==> src/rtl/mult_pkg.sv <==
// Shared types and constants for the signed shift-add multiplier controller.
package mult_pkg;

  // Operand width, also the number of add/shift iterations per multiply.
  localparam int MULT_WIDTH = 8;

  // Counter width needed to hold 0..w (the counter reaches w after the last shift).
  function automatic int mult_cnt_w(input int w);
    return $clog2(w + 1);
  endfunction

  localparam int MULT_CNT_W = mult_cnt_w(MULT_WIDTH);

  typedef enum logic [2:0] {
    IDLE,
    CLEAR,
    ADD,
    SHIFT,
    HOLD
  } mult_state_t;

endpackage

==> src/rtl/mult_control_if.sv <==
// Control/status bundle between the multiplier sequencer and its datapath.
// master: the sequencer (drives register controls, reads requests and M).
// slave:  the datapath/environment side.
interface mult_control_if;
  logic Run;
  logic ClearA_LoadB;
  logic M;
  logic Clr_XA;
  logic Ld_B;
  logic Ld_XA;
  logic Fn;
  logic Shift_En;
  logic Busy;
  logic Done;

  modport master (
    input  Run, ClearA_LoadB, M,
    output Clr_XA, Ld_B, Ld_XA, Fn, Shift_En, Busy, Done
  );

  modport slave (
    output Run, ClearA_LoadB, M,
    input  Clr_XA, Ld_B, Ld_XA, Fn, Shift_En, Busy, Done
  );
endinterface

==> src/rtl/mult_iter_cnt.sv <==
// Iteration counter: synchronous clear, increment, and terminal flag on the
// last iteration (cnt == WIDTH-1).
module mult_iter_cnt
  import mult_pkg::*;
#(
  parameter int WIDTH = MULT_WIDTH
) (
  input  logic Clk,
  input  logic Reset,
  input  logic clr,
  input  logic inc,
  output logic last
);
  localparam int CW = mult_cnt_w(WIDTH);

  logic [CW-1:0] cnt_q, cnt_d;

  // clear has priority over increment; otherwise hold
  always_comb begin
    cnt_d = cnt_q;
    if (clr) begin
      cnt_d = '0;
    end else if (inc) begin
      cnt_d = cnt_q + CW'(1);
    end
  end

  // counter register
  always_ff @(posedge Clk or posedge Reset) begin
    if (Reset) begin
      cnt_q <= '0;
    end else begin
      cnt_q <= cnt_d;
    end
  end

  assign last = (cnt_q == CW'(WIDTH - 1));

endmodule

==> src/rtl/mult_control.sv <==
// Sequencer for the signed WIDTHxWIDTH shift-add multiplier.
// Optional build macro: MULT_SKIP_ADD_EN -- an ADD cycle with M=0 performs the
// shift itself, removing the separate SHIFT cycle for zero multiplier bits.
//
//   state | meaning
//   IDLE  | waiting; ClearA_LoadB clears X/A and loads B
//   CLEAR | clear X/A, reset iteration counter
//   ADD   | conditionally load X:A from adder (subtract on last iteration)
//   SHIFT | shift X:A:B right, advance iteration counter
//   HOLD  | product valid; wait for Run to drop
module mult_control
  import mult_pkg::*;
#(
  parameter int WIDTH = MULT_WIDTH
) (
  input  logic           Clk,
  input  logic           Reset,
  mult_control_if.master bus
);

  mult_state_t state_q, state_d;

  logic cnt_clr;
  logic cnt_inc;
  logic cnt_last;

  logic clr_xa;
  logic ld_b;
  logic ld_xa;
  logic fn;
  logic shift_en;
  logic busy;
  logic done;

  mult_iter_cnt #(.WIDTH(WIDTH)) u_iter_cnt (
    .Clk   (Clk),
    .Reset (Reset),
    .clr   (cnt_clr),
    .inc   (cnt_inc),
    .last  (cnt_last)
  );

  // state register
  always_ff @(posedge Clk or posedge Reset) begin
    if (Reset) begin
      state_q <= IDLE;
    end else begin
      state_q <= state_d;
    end
  end

  // next state and control decode; everything is forced low while Reset is
  // high so an abort emits no stray pulse even if ClearA_LoadB is up
  always_comb begin
    state_d  = state_q;
    cnt_clr  = 1'b0;
    cnt_inc  = 1'b0;
    clr_xa   = 1'b0;
    ld_b     = 1'b0;
    ld_xa    = 1'b0;
    fn       = 1'b0;
    shift_en = 1'b0;
    busy     = 1'b0;
    done     = 1'b0;
    if (!Reset) begin
      case (state_q)
        IDLE: begin
          if (bus.Run) begin
            state_d = CLEAR;
          end else if (bus.ClearA_LoadB) begin
            clr_xa = 1'b1;
            ld_b   = 1'b1;
          end
        end
        CLEAR: begin
          busy    = 1'b1;
          clr_xa  = 1'b1;
          cnt_clr = 1'b1;
          state_d = ADD;
        end
        ADD: begin
          busy = 1'b1;
`ifdef MULT_SKIP_ADD_EN
          if (bus.M) begin
            ld_xa   = 1'b1;
            fn      = cnt_last;
            state_d = SHIFT;
          end else begin
            shift_en = 1'b1;
            cnt_inc  = 1'b1;
            state_d  = cnt_last ? HOLD : ADD;
          end
`else
          ld_xa   = bus.M;
          fn      = bus.M & cnt_last;
          state_d = SHIFT;
`endif
        end
        SHIFT: begin
          busy     = 1'b1;
          shift_en = 1'b1;
          cnt_inc  = 1'b1;
          state_d  = cnt_last ? HOLD : ADD;
        end
        HOLD: begin
          done    = 1'b1;
          state_d = bus.Run ? HOLD : IDLE;
        end
        default: begin
          state_d = IDLE;
        end
      endcase
    end
  end

  assign bus.Clr_XA   = clr_xa;
  assign bus.Ld_B     = ld_b;
  assign bus.Ld_XA    = ld_xa;
  assign bus.Fn       = fn;
  assign bus.Shift_En = shift_en;
  assign bus.Busy     = busy;
  assign bus.Done     = done;

endmodule

==> src/flat_wrapper.sv <==
// flat-port wrapper written by rule: the top's interface ports become plain ports
module mult_control_flat import mult_pkg::*;
#(
  parameter int WIDTH = MULT_WIDTH
)
  (Clk, Reset, bus_Run, bus_ClearA_LoadB, bus_M, bus_Clr_XA, bus_Ld_B, bus_Ld_XA, bus_Fn, bus_Shift_En, bus_Busy, bus_Done);
  mult_control_if bus_i ();
  input  logic Clk;
  input  logic Reset;
  input wire logic [$bits(bus_i.Run)-1:0] bus_Run;
  input wire logic [$bits(bus_i.ClearA_LoadB)-1:0] bus_ClearA_LoadB;
  input wire logic [$bits(bus_i.M)-1:0] bus_M;
  output wire logic [$bits(bus_i.Clr_XA)-1:0] bus_Clr_XA;
  output wire logic [$bits(bus_i.Ld_B)-1:0] bus_Ld_B;
  output wire logic [$bits(bus_i.Ld_XA)-1:0] bus_Ld_XA;
  output wire logic [$bits(bus_i.Fn)-1:0] bus_Fn;
  output wire logic [$bits(bus_i.Shift_En)-1:0] bus_Shift_En;
  output wire logic [$bits(bus_i.Busy)-1:0] bus_Busy;
  output wire logic [$bits(bus_i.Done)-1:0] bus_Done;
  assign bus_i.Run = bus_Run;
  assign bus_i.ClearA_LoadB = bus_ClearA_LoadB;
  assign bus_i.M = bus_M;
  assign bus_Clr_XA = bus_i.Clr_XA;
  assign bus_Ld_B = bus_i.Ld_B;
  assign bus_Ld_XA = bus_i.Ld_XA;
  assign bus_Fn = bus_i.Fn;
  assign bus_Shift_En = bus_i.Shift_En;
  assign bus_Busy = bus_i.Busy;
  assign bus_Done = bus_i.Done;
  mult_control #(.WIDTH(WIDTH)) u_core (.Clk(Clk), .Reset(Reset), .bus(bus_i));
endmodule
==> config.mk <==
export PLATFORM = sky130hd
export DESIGN_NAME = mult_control_flat
export DESIGN_NICKNAME = d
export VERILOG_FILES = /design/src/rtl/mult_pkg.sv /design/src/rtl/mult_control_if.sv /design/src/rtl/mult_iter_cnt.sv /design/src/rtl/mult_control.sv /design/src/flat_wrapper.sv
export SDC_FILE = /design/constraint.sdc
export NUM_CORES = 1
export LEC_CHECK = 0
export ABC_AREA = 1
export BUFFER_PORTS_ARGS = -buffer_cell sky130_fd_sc_hd__buf_2
export CORE_AREA = 2 2 39 41
export CTS_BUF_LIST = sky130_fd_sc_hd__clkbuf_16
export DETAILED_ROUTE_END_ITERATION = 7
export DIE_AREA = 0 0 41 43
export GPL_ROUTABILITY_DRIVEN = 0
export PLACE_DENSITY_LB_ADDON = 0.25
export SLEW_MARGIN = 20
export SYNTH_ARGS = -nofsm -noshare
export SYNTH_HDL_FRONTEND = slang
export SYNTH_SLANG_ARGS = --single-unit
==> constraint.sdc <==
create_clock -name Clk -period 1.68 [get_ports Clk]
set_clock_uncertainty 0.05 [all_clocks]
set_input_delay 0.336 -clock Clk [delete_from_list [all_inputs] [get_ports Clk]]
set_output_delay 0.336 -clock Clk [all_outputs]
set_load 0.1 [all_outputs]
==> results.yml <==
layout:
  n_antenna_cell: 0
  fillCellCount: 114
  layout-drive-gt1-share_pct: 49.49
  nNetsFinal: 106
  syn_to_final_growth_pct: 105.2
sta:
  tightest_slew_ns: 0.2776
  fmax_ghz: 0.5554
  finalHoldViolations: 0
  drv_slew: 0
  setup_viol: 6
  tns_ns: -0.5444
  relSlewSlack_pct: 81.36
  whs_ns: 0.1626
  fin_crit_sh_pct: 107.2
  fin_crit_ns: 1.801
  rsz0062_at_grt: "true"
  fin_ws_ns: -0.1207
global_route:
  grt_pass1_wl_mm: 2.214
  grt_usage_pct: 18.76
  grt_start_max_net_pins: 9
  antenna_found_initial: 0
  grt_overflow: 0
  first_global_vias: 523
placed_design:
  io_buffer_count: 11
  dp_hpwl_um: 854.9
detailed_routing:
  dr.first_iter.drc_count: 17
  wl_mm: 1.547
  via_per_inst: 4.826
  ant_nets: 0
  wire_per_inst_um: 13.45
  dr_total_vias: 555
  drc: 0
  first_pass_iters: 4
clock_network:
  htreeDepth: 1
  numClockSinks: 7
  numCtsBuffers: 3
  cts_hold_buf: 0
  cts_tree: "yes"
  clockBufferDepth: 2
  path_clk_slew_ns: 0.04
  clockRootBuffer: "clkbuf_16"
  clk_latency_ns: 0.24
outcome:
  failed_checks: "setup timing"
  status: "finished with violations"
worst_hold_path:
  hp-class: "primary input to async pin"
worst_setup_path:
  required_ns: 1.29
  crit_arrival_ns: 1.41
  critPathKind: "register to primary output"
  critical-path-top-delay-family: "flip-flops"
  critPathMaxStageDelay_ns: 0.45
  cp_num_buf_inv: 2
  slowest_stage: "dfrtp_2"
  crit_fanout: 4
  end_kind: "primary output"
  start_kind: "register"
  cp_cell_sequence: "buf_6, nor2_4, nand3_4, a21oi_4, buf_12"
yosys:
  yosysSeqAreaShare_pct: 38.04
  synth_top_cells_by_count: "21 x nand2_1, 10 x nor2_1, 9 x nand3_1"
  synth_edf_count: 0
  synthArstFlopShare_pct: 100.0
  synth_area_leaders: "dfrtp_1 38%, nand2_1 17%, nand3_1 9.8%, nor2_1 8.2%, inv_1 6.5%"
  yosys_warnings: 0
  yosys.area.top_type_share_pct: 38.04
  synth_compound_area_share_pct: 3.804
  avgSynthCellArea_um2: 6.673
  yosysMostFrequentCell: "nand2_1"
  synth_cells: 69
  synth.net_count: 75
  synth-simple-area-share_pct: 45.38
  synth-xor-area-share_pct: 1.902
  synth.area.mux_share_pct: 0
  synth.largest_area_cell: "dfrtp_1"
  yosysUniqueCellTypes: 16
  ys_seq_elements: 7
  synthAdderAreaFrac_pct: 2.717
  syn_area_um2: 460.4
  synthFlopType: "dfrtp_1"
  synth_top_family_by_area: "simple AND/OR/NAND/NOR gates"
floorplanning:
  start_util_pct: 33.27
  core.rowCount: 14
  die_width_um: 41
  io-pin-count: 12
  die_y_um: 43
  dieArea_um2: 1763
  coreArea_um2: 1384
run:
  drv_cap: 0
power:
  power_density_nw_per_um2: 1237
  p_leak_nw: 0.4703
  peakVddDrop_mv: 0.7412
## per-stage QoR
step                      instances  util, %  power (mW)  worst slack (ns)  cell area, um2
final                           115    68.26       1.169           -0.1207           944.7
after global routing            115    68.26       1.219           -0.1535           944.7
after CTS                       109    63.83       1.114          -0.08791           883.3
after detailed placement        100    52.08      0.6651            0.1070           720.7
after global placement          100    52.08      0.6622           0.09782           720.7
after floorplan                  69        -      0.5219           -0.2514           510.5
## worst reg2reg max path: cells and delay by family (launching register included)
family	cells	cell delay, ns
and+or+nand+nor	4	0.33
DFF	1	0.45
buffers and inverters	4	0.46
## state kept, by name, summed over array words and instances (netlist names)
| name | count |
|---|---|
| u_core.u_iter_cnt.cnt_q | 4 |
| u_core.state_q | 3 |
## power by group
group / internal (mW) / leakage, nW / switching (mW) / total (mW)
combinational: 0.198 / 0.340 / 0.295 / 0.493
sequential: 0.209 / 0.0881 / 0.0587 / 0.268
clock: 0.310 / 0.0423 / 0.0977 / 0.408
total: 0.717 / 0.470 / 0.452 / 1.17
## cells by family (layout without fill, tap and decap cells)
logic type / Yosys count / after routing
AO/OA/AOI/OAI: 3 / 3
flip-flops: 7 / 7
XOR/XNOR: 1 / 1
AND/OR/NAND/NOR: 47 / 47
adder cells (fa/ha/maj): 1 / 1
buffers and inverters: 10 / 40
## layout by cell type, fill, tap and decap left out
master     Yosys  final
buf_4          0     14
dfrtp_2        0      3
nand2_2        1      1
buf_2          0      4
inv_6          0      1
a21oi_4        0      1
nand3_2        0      1
dfrtp_1        7      4
o21bai_1       1      1
nand3_1        9      7
nor3_4         0      1
inv_2          2      3
nand3_4        0      1
nor2_4         1      6
nand2_1       21     20
inv_1          8      7
nand2_4        0      1
nor4_4         0      1
clkbuf_16      0      3
buf_12         0      7
xor2_1         1      1
buf_6          0      1
nand4_1        3      3
nor2_1        10      5
ha_1           1      1
o21ai_0        1      1
## timing repair
item / in CTS / in global routing
resized for setup: 13 / 5
setup endpoints to repair: 7 / 6
pin swaps: 7 / 5
buffers inserted: 5 / 6
gates cloned: 0 / 0
## area by class of cell
cell class                 count  area, um2  share of cell area [%]
clock buffer                   3      75.07                   7.947
clock inverter                 1      3.754                  0.3974
inverter                      10      42.54                   4.503
multi-input combinational     52      347.8                   36.82
sequential                     7      178.9                   18.94
tap                           16      20.02                   2.119
timing repair buffer          26      276.5                   29.27
## path summary, 6_finish.rpt
check | startpoint | to | slack (ns) | depth (start not counted)
worst max-delay path | u_core.state_q[2]$_DFFE_PP0P_ | bus_Clr_XA | -0.12 | 5
worst min-delay path | Reset | u_core.u_iter_cnt.cnt_q[3]$_DFFE_PP0P_ | 0.16 | 3
worst max register to register | u_core.state_q[2]$_DFFE_PP0P_ | u_core.u_iter_cnt.cnt_q[3]$_DFFE_PP0P_ | 0.29 | 8
worst min register to register | u_core.u_iter_cnt.cnt_q[1]$_DFFE_PP0P_ | u_core.u_iter_cnt.cnt_q[1]$_DFFE_PP0P_ | 0.49 | 2
max in group asynchronous | Reset | u_core.state_q[0]$_DFFE_PP0P_ | 1.27 | 3
min in group Clk | bus_Run | u_core.state_q[2]$_DFFE_PP0P_ | 0.46 | 5
## metal layers
metal / global-route usage, % / up-vias / wire length [um]
li1: - / 282 / -
met1: 21.93 / 249 / 607
met2: 30.63 / 18 / 842
met3: 3.141 / 6 / 59
met4: 10.00 / 0 / 38
met5: 0 / - / 0
(Power assumes the default switching activity.)
